[src/rtl/cpu_step_ctrl_pkg.sv]
// Shared constants for the CPU single-step / free-run controller.
package cpu_step_ctrl_pkg;

    localparam int unsigned RUN_DIV_DEFAULT = 25_000_000;

    localparam logic [1:0] ST_IDLE = 2'd0;
    localparam logic [1:0] ST_STEP = 2'd1;
    localparam logic [1:0] ST_RUN  = 2'd2;
    localparam logic [1:0] ST_HALT = 2'd3;

    typedef enum logic [1:0] {
        StIdle = ST_IDLE,
        StStep = ST_STEP,
        StRun  = ST_RUN,
        StHalt = ST_HALT
    } state_t;

endpackage

[src/rtl/cpu_step_ctrl_run_prescaler.sv]
// Free-run prescaler: counts 0..DIV-1 while enabled, tc flags the last count.
module run_prescaler #(
    parameter int unsigned DIV = 4
) (
    input  logic clk_100M,
    input  logic rst,
    input  logic clr,
    input  logic en,
    output logic tc
);

    localparam int unsigned CW = (DIV > 1) ? $clog2(DIV) : 1;

    logic [CW-1:0] cnt_q;

    assign tc = (cnt_q == CW'(DIV - 1));

    always_ff @(posedge clk_100M or posedge rst) begin
        if (rst) begin
            cnt_q <= '0;
        end else if (clr) begin
            cnt_q <= '0;
        end else if (en) begin
            cnt_q <= tc ? '0 : cnt_q + CW'(1);
        end
    end

endmodule

[src/rtl/cpu_step_ctrl.sv]
// Step/run controller producing the processor clock enable and a pulse counter.
// Optional breakpoint halt in RUN is enabled by defining CPU_STEP_CTRL_BKPT_EN.
module cpu_step_ctrl
    import cpu_step_ctrl_pkg::*;
#(
    parameter int unsigned RUN_DIV = RUN_DIV_DEFAULT,
    parameter int unsigned CNT_W   = 16
) (
    input  logic             clk_100M,
    input  logic             rst,
    input  logic             step_pulse,
    input  logic             run_held,
    input  logic             clr_pulse,
    input  logic             cpu_halt,
    input  logic [3:0]       pc,
    input  logic [3:0]       bp_addr,
    input  logic             bp_en,
    output logic             cpu_ce,
    output logic [1:0]       state_o,
    output logic [CNT_W-1:0] step_count,
    output logic             halted
);

    state_t           state_q;
    logic             cpu_ce_q;
    logic             halted_q;
    logic [CNT_W-1:0] cnt_q;

    logic presc_clr;
    logic presc_en;
    logic presc_tc;
    logic bp_hit;

`ifdef CPU_STEP_CTRL_BKPT_EN
    assign bp_hit = bp_en && (pc == bp_addr);
`else
    logic unused_bp;
    assign unused_bp = ^{pc, bp_addr, bp_en};
    assign bp_hit    = 1'b0;
`endif

    // Prescaler only advances while staying in RUN; any exit or non-RUN state holds it at 0.
    assign presc_en  = (state_q == StRun);
    assign presc_clr = clr_pulse || (state_q != StRun) || cpu_halt || !run_held;

    run_prescaler #(
        .DIV (RUN_DIV)
    ) u_run_prescaler (
        .clk_100M (clk_100M),
        .rst      (rst),
        .clr      (presc_clr),
        .en       (presc_en),
        .tc       (presc_tc)
    );

    always_ff @(posedge clk_100M or posedge rst) begin
        if (rst) begin
            state_q  <= StIdle;
            cpu_ce_q <= 1'b0;
            halted_q <= 1'b0;
            cnt_q    <= '0;
        end else if (clr_pulse) begin
            state_q  <= StIdle;
            cpu_ce_q <= 1'b0;
            halted_q <= 1'b0;
            cnt_q    <= '0;
        end else begin
            cpu_ce_q <= 1'b0;
            case (state_q)
                StIdle: begin
                    if (cpu_halt) begin
                        state_q  <= StHalt;
                        halted_q <= 1'b1;
                    end else if (run_held) begin
                        state_q <= StRun;
                    end else if (step_pulse) begin
                        state_q  <= StStep;
                        cpu_ce_q <= 1'b1;
                        cnt_q    <= cnt_q + CNT_W'(1);
                    end
                end
                StStep: begin
                    state_q <= StIdle;
                end
                StRun: begin
                    if (cpu_halt) begin
                        state_q  <= StHalt;
                        halted_q <= 1'b1;
                    end else if (!run_held) begin
                        state_q <= StIdle;
                    end else if (presc_tc && bp_hit) begin
                        state_q  <= StHalt;
                        halted_q <= 1'b1;
                    end else if (presc_tc) begin
                        cpu_ce_q <= 1'b1;
                        cnt_q    <= cnt_q + CNT_W'(1);
                    end
                end
                StHalt: begin
                    if (!run_held && !cpu_halt) begin
                        state_q  <= StIdle;
                        halted_q <= 1'b0;
                    end
                end
                default: begin
                    state_q  <= StIdle;
                    halted_q <= 1'b0;
                end
            endcase
        end
    end

    assign cpu_ce     = cpu_ce_q;
    assign state_o    = state_q;
    assign step_count = cnt_q;
    assign halted     = halted_q;

endmodule

[config.mk]
export PLATFORM = sky130hd
export DESIGN_NAME = cpu_step_ctrl
export DESIGN_NICKNAME = d
export VERILOG_FILES = /design/src/rtl/cpu_step_ctrl_pkg.sv /design/src/rtl/cpu_step_ctrl_run_prescaler.sv /design/src/rtl/cpu_step_ctrl.sv
export SDC_FILE = /design/constraint.sdc
export NUM_CORES = 1
export LEC_CHECK = 0
export ABC_AREA = 1
export CAP_MARGIN = 20
export CORE_ASPECT_RATIO = 0.75
export CORE_UTILIZATION = 40
export CTS_CLUSTER_SIZE = 28
export DETAILED_ROUTE_END_ITERATION = 6
export DONT_BUFFER_PORTS = 1
export GPL_TIMING_DRIVEN = 0
export PLACE_DENSITY_LB_ADDON = 0.3
export SLEW_MARGIN = 15
export SYNTH_ARGS = -nofsm -noshare
export SYNTH_HDL_FRONTEND = slang
export SYNTH_HIERARCHICAL = 1
export SYNTH_SLANG_ARGS = --single-unit
[constraint.sdc]
create_clock -name clk_100M -period 4.75 [get_ports clk_100M]
set_input_delay 0.475 -clock clk_100M [delete_from_list [all_inputs] [get_ports clk_100M]]
set_output_delay 0.475 -clock clk_100M [all_outputs]
set_load 0.03 [all_outputs]
; ---- After elaboration in Yosys (flattened, before gate mapping)
; Index checks and enable logic that the tools add are counted.
[totals]
regBits = 45
output_inout_bits = 20
[op_classes]
muxes = 31
addsub = 2
reduce_logical = 14
eq_ne = 15
[ops]
columns = cell, count
row1 = $mux 16, 7
row2 = $mux 25, 3
row3 = $pmux 16 s2, 1
row4 = $add 25x1->25 const B, 1
row5 = $eq 25x25->1 const B, 1
row6 = $ne 3x3->1 const B, 6
row7 = $add 16x1->16 const B, 1
row8 = $mux 2, 7
row9 = $mux 1, 10
row10 = $pmux 2 s4, 1
row11 = $reduce_and 7->1, 1
row12 = $reduce_and 3->1, 2
row13 = $reduce_bool 3->1, 2
row14 = $ne 5x5->1 const B, 1
row15 = $eq 2x2->1 const B, 2
row16 = $ne 4x4->1 const B, 1
row17 = $pmux 1 s2, 2
row18 = $logic_or 1x1->1, 3
row19 = $ne 3x1->1 const B, 1
row20 = $ne 3x2->1 const B, 1
row21 = $eq 2x1->1 const B, 1
row22 = $logic_not 1->1, 2
row23 = $logic_not 2->1, 1
row24 = $ne 2x2->1 const B, 1
row25 = other kinds (3), 3

; ---- Logic depth before layout (Yosys ltp)
; Gate-level depths: netlist of the first run.
[depth]
depth_word = 6
ltp_mapped = 15

; ---- Cells and area by module
; Netlist of the first run, hierarchy kept.
[by_module_without_submodules]
columns = module, seq_area_each_um2, cells_per_inst, n_inst, area_each_um2
row1 = run_prescaler, 625.6, 228, 1, 1601.5
row2 = cpu_step_ctrl, 500.5, 175, 1, 1239.9

; ---- Worst setup path after synthesis of the first run
; OpenSTA, ideal clock, no wires.
[synth_path]
path_type = register to register
start = register state_q[1] (netlist: state_o[1])
end = register u_run_prescaler.cnt_q[6]
stages_incl_launch_ff = 10
path_slack_ns = 2.902
synth_period_minus_slack_ns = 1.848
t_arrival_ns = 1.728
path_buffers = 1
path_cell_list = dfrtp_1 nand2_2 nor2_2 nand2_1 nor2_4 inv_1 buf_2 nand2_1 xor2_1 nor2_2
[synth_between]
elab_chain_len = 5
word_cells_on_any_way = 7
classes_between = eq/ne: 2 / mux: 1 / reduce/logical: 4
[synth_rtl]
columns = item, line
row1 = start: declaration, cpu_step_ctrl.sv:24  ; state_t state_q;
row2 = start signal: assignment, cpu_step_ctrl.sv:58  ; state_q <= StIdle;
row3 = start signal: assignment, cpu_step_ctrl.sv:63  ; state_q <= StIdle;
row4 = start signal: assignment, cpu_step_ctrl.sv:72  ; state_q <= StHalt;
row5 = $ne 2x2->1 (*), cpu_step_ctrl.sv:44  ; assign presc_clr = clr_pulse || (state_q != StRun) || cpu_halt || !run_held;
row6 = $logic_or 1x1->1 (*) (3 in series), cpu_step_ctrl.sv:44
row7 = via presc_clr, cpu_step_ctrl.sv:29  ; logic presc_clr;
row8 = $mux 25 / $reduce_bool 2->1 (equally long branches), --
row9 = end signal: assignment, cpu_step_ctrl_run_prescaler.sv:24  ; cnt_q <= tc ? '0 : cnt_q + CW'(1);
row10 = end: declaration, cpu_step_ctrl_run_prescaler.sv:14  ; logic [CW-1:0] cnt_q;
; Mark *: on every way through the listed nets, which the timed path passes. The rest lies on a longest branch.
; A chain may end at the register's enable or synchronous reset.

; ---- Worst setup path in the final report of the first run
; Same ends and word-level chain as after synthesis.

==> results.cfg, run 1 <==
[grt]
grt_overflow = 0
grt_pass1_wl_um = 10650
grt_pass1_vias = 2228
grt_usage = 0.1848
grt_max_degree = 26
grt_antenna_before_repair = 0

[route]
drc_errors = 0
first_iter_violations = 209
dr.pass1.iters = 4
final_antenna_net_count = 0
vias = 2468
avgViaCountPerCell = 4.976
routed_wl_um = 6354
wire_per_inst_um = 12.81

[sta]
finalSetupTns_ns = 0
period_needed_ns = 2.243
slew_headroom = 0.4752
final_max_slew_viol_count = 0
setup_violations = 0
period_share = 0.4722
skew_ns = 0.01301
holdWs_ns = 0.07953
tightest_slew_ns = 0.7864
finalHoldViolations = 0
fmax_mhz = 445.9
fin_ws_ns = 2.507
rsz0062_at_grt = no

[placed_design]
detailed_place_hpwl_um = 4886
numPortBuffers = 0
post-place-ws_ns = 2.570
place_congestion = 0.9360
dp.cells = 487
postPlaceCellArea_um2 = 2947

[setup_path]
reg2reg_slack_ns = 2.51
startpoint_type = register
arrival_ns = 2.43
setup.worst_path.class = reg -> reg
cp_max_fo = 10
critPathCaptureType = register
cp.required_ns = 4.93

[synth]
synth-seq-cells = 45
ys_seq_area_frac = 0.3963
ys.flop_type = dfrtp_1
synth-edff-count = 0
synth_area_leaders = dfrtp_1, nand2_1, nor2_1, nand3_1, inv_1
yosys.area.top_type = dfrtp_1
synth_nets = 420
yosysWarnings = 6
synth_cell_types = 30
synth_cells = 403
synth_common_cells = nand2_1, nor2_1, dfrtp_1, inv_1, nand3_1
yosysMostFrequentCell = nand2_1
synth-async-reset-ratio = 1.000
synth.avg_cell_area_um2 = 7.051
yosysTopAreaCellShare = 0.3963
netlist_area_um2 = 2841

[cts]
cts.path.max_buffers = 2
clock_sinks = 45
cts_resized = 0
clk_latency_ns = 0.30
clk_pin_slew_ns = 0.09
post_cts_buffers = 0
cts_tree = yes
cts_inserted_buffers = 5
cts.hold.buffers_added = 0
cts_htree_levels = 2
cts_root_buf = clkbuf_8

[status]
status = finished clean

[final_layout]
syn_to_final_growth_pct = 7.706
fill_cells = 703
diodes = 0
finalInstanceArea_um2 = 3060
register_area_um2 = 1126
nets = 428
final_util = 0.4480
layoutNonFillerInstCount = 496
drive_gt1_frac = 0.1214
multi_input_area_um2 = 1481

[power]
peakVddDrop_uv = 110.5
p_comb_frac = 0.077
power_frac_seq = 0.579
power.switching_mw = 0.1831
internal-power_mw = 0.5049
power.share.clock = 0.344
total_power_mw = 0.6880
p_per_area_nw_per_um2 = 224.8
swShare = 0.2661
p_leak_nw = 1.408

[floorplan]
die_x_um = 99.32
initial_core_util = 0.4159
rows = 26
die_height_um = 74.99
io_pins = 35
core_area_um2 = 6832
dieArea_um2 = 7448

[flow_run]
max_cap_violations = 0

[worst_hold_path]
worstHoldPathType = in -> async
## flip-flops by register name, summed over array words and instances, names as in the netlist
register	flops
state_o	2
u_run_prescaler/cnt_q	25
cpu_ce	1
step_count	16
halted	1
## worst paths after layout
path,start,cells after the start,to
max,state_o[1],9,u_run_prescaler/cnt_q[6]
min,rst,1,u_run_prescaler/cnt_q[1]
max reg2reg,state_o[1],9,u_run_prescaler/cnt_q[6]
min reg2reg,u_run_prescaler/cnt_q[21],2,u_run_prescaler/cnt_q[21]
max in group asynchronous,rst,1,step_count[6]
min in group clk_100M,cpu_halt,1,state_o[1]
## metal layers
layer | GRT usage | vias up | wire length (µm)
met5 | 0 | - | 0
met1 | 0.2859 | 1132 | 3408
met2 | 0.2654 | 57 | 2533
met4 | 0.04575 | 0 | 47
li1 | - | 1274 | -
met3 | 0.03250 | 5 | 365
## worst max-delay path: stages, from the launching register on
cell     delay, ns
dfrtp_1       0.67
nand2_2       0.15
nor2_2        0.12
nand2_1       0.13
nor2_4        0.28
inv_1         0.19
buf_2         0.24
nand2_1       0.10
xor2_1        0.18
nor2_2        0.06
## final cells by class
| class | count | share of cell area |
|---|---|---|
| Multi-Input combinational cell | 306 | 0.4841 |
| Clock inverter | 3 | 0.005724 |
| Clock buffer | 5 | 0.02249 |
| Buffer | 5 | 0.01717 |
| Sequential cell | 45 | 0.3679 |
| Timing Repair Buffer | 1 | 0.008994 |
| Inverter | 47 | 0.05928 |
| Tap cell | 84 | 0.03434 |
## power groups by stage
stage                     logic [mW]  registers, mW  clock network, mW
after floorplan               0.0406          0.405                  0
after global placement        0.0509          0.406                  0
after detailed placement      0.0516          0.406                  0
after CTS                     0.0518          0.398              0.247
after global routing          0.0602          0.399              0.260
final                         0.0532          0.398              0.237
## cells in the final DEF, fill, tap and decap left out
cell	instances
nor2_2	16
o21bai_1	3
buf_2	2
nor3_1	6
o21ai_2	1
dfrtp_1	45
nand3_2	2
nand2_2	4
inv_2	4
buf_16	1
and3_1	1
nand2_1	134
a311oi_1	1
a21oi_4	1
ha_1	2
nand3_1	32
xnor2_1	6
inv_1	42
clkinv_2	2
clkbuf_8	5
a21oi_1	4
xor2_1	11
nor3_4	1
nor2_1	60
nand4_1	6
o21ai_0	9
o221a_2	1
a31o_2	2
nand2_4	1
inv_6	1
buf_6	2
buf_12	1
clkinvlp_4	1
nor2_4	2
## logic make-up (layout without fill, tap and decap cells)
kind of cell             after synthesis  in the layout  synth area share
AO/OA/AOI/OAI                         22             22           0.05284
XOR/XNOR                              17             17           0.05240
adder cells (fa/ha/maj)                2              2          0.008805
buffers and inverters                 52             61           0.08234
flip-flops                            45             45            0.3963
AND/OR/NAND/NOR                      265            265            0.4073
No activity file was read; power rests on OpenSTA's default activity.
==> run 2, diff against run 1 <==
- clock period: 4.75 -> 1.95 ns (I/O delays scaled with it)
==> run 2 against run 1 <==
Net effect:
- worst hold slack about the same
- via count increased by 2.0%
- sequential share of layout area decreased by 1.4 points
- largest cell class unchanged
- largest power group unchanged
==> results.cfg, run 2 (synthesis gave the netlist of run 1 again) <==
[floorplan]
initial_core_util = 0.4159
die_height_um = 74.99
rows = 26
die_x_um = 99.32
core_area_um2 = 6832
dieArea_um2 = 7448
io_pins = 35

[grt]
grt_usage = 0.1870
grt_max_degree = 26
grt_antenna_before_repair = 0
grt_pass1_wl_um = 10780
grt_pass1_vias = 2255
grt_overflow = 0

[route]
vias = 2517
routed_wl_um = 6568
avgViaCountPerCell = 4.974
drc_errors = 0
final_antenna_net_count = 0
first_iter_violations = 241
wire_per_inst_um = 12.98
dr.pass1.iters = 4

[sta]
final_max_slew_viol_count = 0
period_needed_ns = 1.823
rsz0062_at_grt = yes
finalHoldViolations = 0
fmax_mhz = 548.6
tightest_slew_ns = 0.8056
holdWs_ns = 0.07976
slew_headroom = 0.4624
setup_violations = 0
finalSetupTns_ns = 0
skew_ns = 0.01343
period_share = 0.9348

[placed_design]
place_congestion = 0.9360
numPortBuffers = 0
detailed_place_hpwl_um = 4886

[power]
swShare = 0.2673
power.share.clock = 0.341
power_frac_seq = 0.571
p_comb_frac = 0.087
internal-power_mw = 1.245
power.switching_mw = 0.4542
p_leak_nw = 1.458
peakVddDrop_uv = 250.2
p_per_area_nw_per_um2 = 533.1

[setup_path]
critPathCaptureType = register
cp.required_ns = 2.19
crit_chain = inv_1, nand2_1, nor2_2, nand2_2, nor2_4, nand2_2, inv_1, nand2_1, nor2_1, nand2_2, a21oi_4, buf_4, nand2_1, nand2_1
max_stage_delay_ns = 0.41
reg2reg_slack_ns = 0.13
rr_worst_depth = 14
startpoint_type = register
reg2reg_from = u_run_prescaler/cnt_q[10]
setup.worst_path.class = reg -> reg
critPathSlowestCell = dfrtp_1
reg2reg_to = step_count[7]
path_common_cell = nand2_1
arrival_ns = 2.06
cp_max_fo = 5

[final_layout]
diodes = 0
register_area_um2 = 1129
final_common_cell = nand2_1
final_cell_mix = nand2_1, nor2_1, dfrtp_1, inv_1, nand3_1
nets = 438
multi_input_area_um2 = 1519
fill_cells = 690
syn_to_final_growth_pct = 12.15
drive_gt1_frac = 0.1588
regMostFlops = u_run_prescaler/cnt_q
largest_reg_flops = 25

[cts]
cts_htree_levels = 2
cts.path.max_buffers = 2
cts_root_buf = clkbuf_8
clock_sinks = 45
cts_tree = yes
clk_latency_ns = 0.30
cts_inserted_buffers = 5
clk_pin_slew_ns = 0.10

[worst_hold_path]
hold_start = cpu_halt
min_to = state_o[1]
hold_depth = 1
worstHoldPathType = in -> reg

[status]
status = finished clean

[flow_run]
max_cap_violations = 0
run 2: repair_timing:
action                                 4_1_cts  5_1_grt
endpoints found under the hold margin       20        9
resized for setup                            3       14
buffers inserted                             4        3
pin swaps                                    2        2
cloned                                       0        1
hold buffers                                 1        1
setup endpoints to repair                   29       26
run 2: cell type report:
cell class | count | area share
flip-flops and latches | 45 | 0.3541
inverters | 47 | 0.05693
multi-input cells | 306 | 0.4766
well taps | 84 | 0.03298
clock buffers | 5 | 0.02159
repair buffers | 11 | 0.03494
plain buffers | 5 | 0.01728
clock inverters | 3 | 0.005497
run 2: worst max-delay path by stage:
stage                               from  cells after the start  slack [ns]                   endpoint
3_5_place_dp                  state_o[1]                      9       -0.23   u_run_prescaler/cnt_q[6]
3_3_place_gp                  state_o[1]                      9       -0.21   u_run_prescaler/cnt_q[6]
5_1_grt                       state_o[0]                      9       -0.03  u_run_prescaler/cnt_q[24]
2_1_floorplan                 state_o[1]                      9        0.10   u_run_prescaler/cnt_q[6]
4_1_cts         u_run_prescaler/cnt_q[0]                     13        0.01              step_count[4]
6_report       u_run_prescaler/cnt_q[10]                     14        0.13              step_count[7]
run 2: power by group through the flow:
stage	logic, mW	clock network [mW]	registers (mW)
finish	0.148	0.580	0.971
global route	0.166	0.633	0.973
CTS	0.130	0.602	0.971
detailed placement	0.126	0	0.989
global placement	0.124	0	0.988
floorplan	0.0989	0	0.985
run 2: layer usage:
| metal | wire [µm] | global-route usage | vias to the layer above |
|---|---|---|---|
| met5 | 0 | 0 | - |
| met4 | 53 | 0.04575 | 0 |
| met3 | 399 | 0.03157 | 5 |
| met2 | 2649 | 0.2677 | 57 |
| met1 | 3465 | 0.2911 | 1162 |
| li1 | - | - | 1293 |
run 2: critical path: cells and delay by family (launching register included):
family | cells | cell delay, ns
buffers and inverters | 3 | 0.31
AOI/OAI and AO/OA | 1 | 0.19
DFF | 1 | 0.41
and+or+nand+nor | 10 | 0.86
run 2: through the flow:
stage / util / worst slack (ns) / total power [mW] / instances / area, µm²
after floorplan: - / 0.1022 / 1.084 / 403 / 2841
after global placement: 0.4313 / -0.2078 / 1.112 / 487 / 2947
after detailed placement: 0.4313 / -0.2304 / 1.114 / 487 / 2947
after CTS: 0.4505 / 0.01139 / 1.703 / 500 / 3078
after global routing: 0.4665 / -0.03486 / 1.772 / 506 / 3187
final: 0.4665 / 0.1271 / 1.699 / 506 / 3187
==> run 3, diff against run 2 <==
- SKIP_LAST_GASP: default -> 1
==> results of run 3 <==
No change in the layout: final DEF, timing and power equal those of run 2.
